--- src/rtl/tt_um_hoene_smartled_defs.sv ---
// Shared definitions for the smart-LED chain: frame geometry, transmitter
// state encoding and the frame parity rule used by both link directions.
package tt_um_hoene_smartled_defs;

    localparam int unsigned FRAME_BITS = 32;
    localparam int unsigned DATA_BITS  = 30;
    localparam logic        START_BIT  = 1'b1;

    typedef enum logic [1:0] {
        IDLE = 2'd0,
        SEND = 2'd1,
        GAP  = 2'd2
    } tx_state_t;

    // Chosen so that the XOR over the whole 32-bit frame is zero.
    function automatic logic frame_parity(input logic [DATA_BITS-1:0] d);
        return 1'b1 ^ (^d);
    endfunction

endpackage

--- src/rtl/tt_um_hoene_bit_timer.sv ---
// Free-running bit-period counter; held at zero while disabled so the first
// enabled cycle is always a bit start.
module tt_um_hoene_bit_timer #(
    parameter int unsigned BIT_PERIOD = 16
) (
    input  logic clk,
    input  logic rst,
    input  logic en,
    output logic bit_start,
    output logic bit_end
);

    localparam int unsigned CW = (BIT_PERIOD > 2) ? $clog2(BIT_PERIOD) : 1;
    localparam logic [CW-1:0] LAST = CW'(BIT_PERIOD - 1);

    logic [CW-1:0] count;

    always_ff @(posedge clk or posedge rst) begin
        if (rst) begin
            count <= '0;
        end else if (!en || count == LAST) begin
            count <= '0;
        end else begin
            count <= count + CW'(1);
        end
    end

    assign bit_start = en && (count == '0);
    assign bit_end   = en && (count == LAST);

endmodule

--- src/rtl/tt_um_hoene_frame_transmitter.sv ---
// Frame serializer for the smart-LED chain: start bit, 30 data bits MSB first,
// parity; back-to-back frames within a burst, then a sync-low gap.
module tt_um_hoene_frame_transmitter
    import tt_um_hoene_smartled_defs::*;
#(
    parameter int unsigned BIT_PERIOD = 16,
    parameter int unsigned GAP_BITS   = 4,
    parameter int unsigned CNT_W      = 8
) (
    input  logic                 clk,
    input  logic                 rst,
    input  logic [DATA_BITS-1:0] data_in,
    input  logic                 data_valid,
    input  logic                 data_last,
    output logic                 data_ready,
    output logic                 out_data,
    output logic                 out_clk,
    output logic                 out_sync,
    output logic                 busy,
    output logic [CNT_W-1:0]     frame_count,
    output logic                 underrun_err
);

    localparam int unsigned GW = $clog2(GAP_BITS) + 1;
    localparam logic [4:0]    LAST_BIT = 5'(FRAME_BITS - 1);
    localparam logic [GW-1:0] LAST_GAP = GW'(GAP_BITS - 1);

    tx_state_t            state;
    logic [DATA_BITS-1:0] shift_q;
    logic                 parity_q;
    logic                 last_q;
    logic                 pre_parity_q;
    logic                 pre_last_q;
    logic                 preloaded_q;
    logic                 armed_q;
    logic [4:0]           bit_idx;
    logic [GW-1:0]        gap_idx;
    logic                 bit_start;
    logic                 bit_end;
    logic                 accept;
    logic                 in_last_bit;

    tt_um_hoene_bit_timer #(.BIT_PERIOD(BIT_PERIOD)) u_bit_timer (
        .clk       (clk),
        .rst       (rst),
        .en        (state != IDLE),
        .bit_start (bit_start),
        .bit_end   (bit_end)
    );

    assign in_last_bit = (state == SEND) && (bit_idx == LAST_BIT);
    // armed_q keeps data_ready low while reset is held and stays low until the
    // first clock after release.
    assign data_ready  = armed_q && ((state == IDLE) ||
                                     (in_last_bit && !last_q && !preloaded_q));
    assign accept      = data_valid && data_ready;
    assign out_sync    = (state == SEND);
    assign out_clk     = (state == SEND) && bit_start;
    assign busy        = (state != IDLE);

    always_comb begin
        out_data = 1'b0;
        if (state == SEND) begin
            if (bit_idx == '0)
                out_data = START_BIT;
            else if (bit_idx == LAST_BIT)
                out_data = parity_q;
            else
                out_data = shift_q[DATA_BITS-1];
        end
    end

    always_ff @(posedge clk or posedge rst) begin
        if (rst) begin
            state        <= IDLE;
            shift_q      <= '0;
            parity_q     <= 1'b0;
            last_q       <= 1'b0;
            pre_parity_q <= 1'b0;
            pre_last_q   <= 1'b0;
            preloaded_q  <= 1'b0;
            armed_q      <= 1'b0;
            bit_idx      <= '0;
            gap_idx      <= '0;
            frame_count  <= '0;
            underrun_err <= 1'b0;
        end else begin
            armed_q      <= 1'b1;
            underrun_err <= 1'b0;
            case (state)
                IDLE: begin
                    if (accept) begin
                        shift_q     <= data_in;
                        parity_q    <= frame_parity(data_in);
                        last_q      <= data_last;
                        preloaded_q <= 1'b0;
                        frame_count <= '0;
                        bit_idx     <= '0;
                        state       <= SEND;
                    end
                end
                SEND: begin
                    // The shift register is idle during the parity bit, so a
                    // preload lands there directly; parity/last wait aside.
                    if (accept) begin
                        shift_q      <= data_in;
                        pre_parity_q <= frame_parity(data_in);
                        pre_last_q   <= data_last;
                        preloaded_q  <= 1'b1;
                    end
                    if (bit_end) begin
                        if (bit_idx != LAST_BIT) begin
                            bit_idx <= bit_idx + 5'd1;
                            if (bit_idx != '0)
                                shift_q <= shift_q << 1;
                        end else begin
                            if (frame_count != '1)
                                frame_count <= frame_count + CNT_W'(1);
                            bit_idx <= '0;
                            if (preloaded_q || accept) begin
                                preloaded_q <= 1'b0;
                                parity_q    <= accept ? frame_parity(data_in) : pre_parity_q;
                                last_q      <= accept ? data_last : pre_last_q;
                            end else begin
                                underrun_err <= !last_q;
                                gap_idx      <= '0;
                                state        <= GAP;
                            end
                        end
                    end
                end
                GAP: begin
                    if (bit_end) begin
                        if (gap_idx == LAST_GAP)
                            state <= IDLE;
                        else
                            gap_idx <= gap_idx + GW'(1);
                    end
                end
                default: state <= IDLE;
            endcase
        end
    end

endmodule
--- config.mk ---
export PLATFORM = sky130hd
export DESIGN_NAME = tt_um_hoene_frame_transmitter
export DESIGN_NICKNAME = d
export VERILOG_FILES = /design/src/rtl/tt_um_hoene_smartled_defs.sv /design/src/rtl/tt_um_hoene_bit_timer.sv /design/src/rtl/tt_um_hoene_frame_transmitter.sv
export SDC_FILE = /design/constraint.sdc
export NUM_CORES = 1
export LEC_CHECK = 0
export CAP_MARGIN = 20
export CORE_UTILIZATION = 49
export CTS_CLUSTER_SIZE = 30
export DETAILED_ROUTE_END_ITERATION = 7
export HOLD_SLACK_MARGIN = 0.02
export PLACE_DENSITY = 0.75
export SLEW_MARGIN = 20
export SYNTH_ARGS = -nofsm -noshare
export SYNTH_HDL_FRONTEND = slang
export SYNTH_SLANG_ARGS = --single-unit
--- constraint.sdc ---
create_clock -name clk -period 2.4 [get_ports clk]
set_input_delay 0.72 -clock clk [delete_from_list [all_inputs] [get_ports clk]]
set_output_delay 0.72 -clock clk [all_outputs]
set_load 0.01 [all_outputs]
==> impl_metrics.json, run 1 <==
{
  "insertion_delay_ps": 340,
  "clockBufferDepth": 2,
  "drc": 0,
  "cp_num_buf_inv": 1,
  "synth_edf_count": 0,
  "cp.depth": 6,
  "synth_area_leaders": "dfrtp_1 47%, nor2_1 8.9%, o22ai_1 6.2%, xnor2_1 6.2%, ha_1 3.2%",
  "crit_end": "data_ready",
  "rsz0062_at_grt": "yes",
  "critPathCaptureType": "output pin",
  "gp_congestion": 0.823,
  "crit_slowest_cell": "or3b_4",
  "cts_buffers": 9,
  "relSlewSlack_pct": 57.3,
  "r2r-end": "shift_q[20]",
  "rows": 28,
  "grtUsageTotal_pct": 23.7,
  "use_met2_pct": 38.9,
  "p_per_area_nw_per_um2": 902,
  "use_met1_pct": 30.2,
  "skew_ps": 9.42,
  "crit_type": "register to output pin",
  "drv_cap": 0,
  "die_w_um": 81.7,
  "yosysSeqAreaShare_pct": 47.5,
  "timing.final.ws_setup_ps": -190,
  "status": "finished with violations",
  "grt_busiest_layer": "met2",
  "grt_pass1_vias": 2619,
  "core_area_um2": 6030,
  "die_h_um": 81.7,
  "cp_data_arrival_time_ps": 1870,
  "r2r_cells": 9,
  "initial_core_util_pct": 51.6,
  "p_leak_uw": 0.00184,
  "drtIter0Drc": 126,
  "synth-seq-cells": 59,
  "vias": 2643,
  "antenna_cells": 0,
  "finalNetCount": 445,
  "netlist_instances": 321,
  "cp.required_ps": 1680,
  "synth_async_sr_flop_share_pct": 100,
  "syn_area_um2": 3110,
  "cp_top_family": "simple AND/OR/NAND/NOR gates",
  "cp_max_fo": 2,
  "dieArea_um2": 6670,
  "r2r_setup_slack_ps": -20,
  "power.total_uw": 3760,
  "grt_first_pass_wirelength_mm": 11.8,
  "drive_gt1_share_pct": 19.7,
  "placed_cells": 464,
  "numPortBuffers": 47,
  "hp-class": "register to register",
  "worstMarginPinSlew_ps": 634,
  "finish.instance_area_um2": 4170,
  "met3_usage_pct": 4.11,
  "syn2layout_area_growth_pct": 34.0,
  "period_share_pct": 108,
  "r2r_start": "bit_idx[0]",
  "ir_drop_v": 0.000518,
  "clk_pin_slew_ps": 70,
  "synth_nets": 363,
  "cts-htree-levels": 3,
  "yosysTopAreaCellShare_pct": 47.5,
  "placed_area_um2": 3880,
  "cts_tree": "yes",
  "num_io_pins": 48,
  "grt_max_degree": 60,
  "drt-total-wl_mm": 7.16,
  "fin_crit_ps": 2590,
  "syn-mean-instance-area_um2": 9.69,
  "yosys_warnings": 0,
  "fin_cells": 482,
  "ys_types": 45,
  "grt_antenna_before_repair": 0,
  "hold_depth": 1,
  "first_pass_iters": 4,
  "postRouteAntennaNets": 0,
  "wl_per_cell_um": 14.9,
  "clock.fmax_mhz": 386,
  "yosysTopAreaCell": "dfrtp_1",
  "violations": "setup timing",
  "slowest_delay_ps": 380,
  "setup_viol": 4,
  "clock_sinks": 59,
  "overflow": 0,
  "path_cells": "ha_2 -> and3_4 -> ha_4 -> or3b_4 -> a21oi_2 -> buf_2",
  "drv_slew": 0,
  "cp-startpoint": "bit_idx[0]",
  "cts_root_buffer": "clkbuf_8",
  "vias_per_cell": 5.48,
  "ys.flop_type": "dfrtp_1",
  "final_cell_mix": "73 x nor2_1, 59 x dfrtp_1, 43 x clkdlybuf4s50_1",
  "mostFrequentLayoutCell": "nor2_1",
  "crit_path_start_kind": "register",
  "hold_violations": 0,
  "dp_hpwl_mm": 4.85
}
[worst min-delay path by stage]
stage / start / endpoint / slack [ps]
3_3_place_gp: u_bit_timer.count[0] / u_bit_timer.count[0] / 480
6_report: u_bit_timer.count[0] / u_bit_timer.count[0] / 490
2_1_floorplan: last_q / underrun_err / 450
4_1_cts: u_bit_timer.count[0] / u_bit_timer.count[0] / 500
5_1_grt: shift_q[28] / shift_q[28] / 520
3_5_place_dp: u_bit_timer.count[0] / u_bit_timer.count[0] / 490
[area by class of cell]
cell class	count	area [um2]
multi-input combinational	234	1560
tap	75	93.8
fill	478	1860
inverter	13	48.8
clock inverter	5	77.6
timing repair buffer	86	776
sequential	59	1480
clock buffer	10	138
[sequential cells by signal (all words and copies together), names as in the netlist, 2 cells and up]
signal and count:
gap_idx 3, bit_idx 5, state 2, u_bit_timer.count 4, frame_count 8, shift_q 30
[synth_stat cells, drive strengths merged, types with 2 or more instances]
| cell type | n |
|---|---|
| and3 | 4 |
| o22ai | 31 |
| xnor3 | 3 |
| mux2 | 6 |
| nand2 | 9 |
| ha | 8 |
| o211ai | 4 |
| o21ai | 14 |
| nor2 | 74 |
| nand2b | 3 |
| xor2 | 9 |
| and2 | 2 |
| nor3 | 3 |
| nand4 | 4 |
| dfrtp | 59 |
| nor3b | 3 |
| a21oi | 7 |
| o2111ai | 3 |
| xnor2 | 22 |
| inv | 13 |
| nand3 | 7 |
| mux2i | 2 |
| buf | 11 |
| clkbuf | 4 |
[metrics by stage]
step | util [%] | worst slack, ps | setup TNS [ps] | hold WS [ps]
global route | 69.1 | -239 | -2080 | 524
global placement | 64.3 | -255 | -841 | 476
detailed placement | 64.3 | -321 | -1230 | 486
floorplan | - | 59.4 | 0 | 446
finish | 69.1 | -190 | -347 | 493
CTS | 68.5 | -193 | -353 | 496
[where the power goes]
group          switching (uW)  internal [uW]  leakage, uW  total [uW]
Clock                     391            603     0.000108         994
Combinational             540            620      0.00102        1160
Sequential                238           1360     0.000712        1600
[routing by layer]
layer	share of wire, %	routed length [um]	vias to the layer above
met2	48	3420	59
met1	46	3320	1274
met5	0	0	-
met4	2.1	149	0
li1	-	-	1294
met3	3.8	273	16
[kinds of logic (layout without fill, tap and decap cells)]
logic type | count (synthesis) | after routing | synth area share (%)
other | 1 | 1 | 0.121
AND/OR/NAND/NOR | 115 | 115 | 16.8
adder cells (fa/ha/maj) | 8 | 8 | 3.22
AO/OA/AOI/OAI | 68 | 68 | 14.1
buffers and inverters | 28 | 114 | 4.51
multiplexers | 8 | 8 | 2.82
flip-flops | 59 | 59 | 47.5
XOR/XNOR | 34 | 34 | 10.9
[timing repair]
action / CTS / global route
hold buffers: 0 / 0
pin swaps: 4 / 3
endpoints found under the setup margin: 9 / 44
buffers inserted: 1 / 2
gates cloned: 0 / 0
gates resized for setup: 22 / 5
(Power assumes the default switching activity.)
==> run 2, diff against run 1 <==
--- a/config.mk
+++ b/config.mk
@@ -9,7 +9,7 @@
 export CORE_UTILIZATION = 49
 export CTS_CLUSTER_SIZE = 30
 export DETAILED_ROUTE_END_ITERATION = 7
-export HOLD_SLACK_MARGIN = 0.02
+export HOLD_SLACK_MARGIN = 0.12
 export PLACE_DENSITY = 0.75
 export SLEW_MARGIN = 20
 export SYNTH_ARGS = -nofsm -noshare
==> results of run 2 <==
No change in the layout: final DEF, timing and power equal those of run 1.
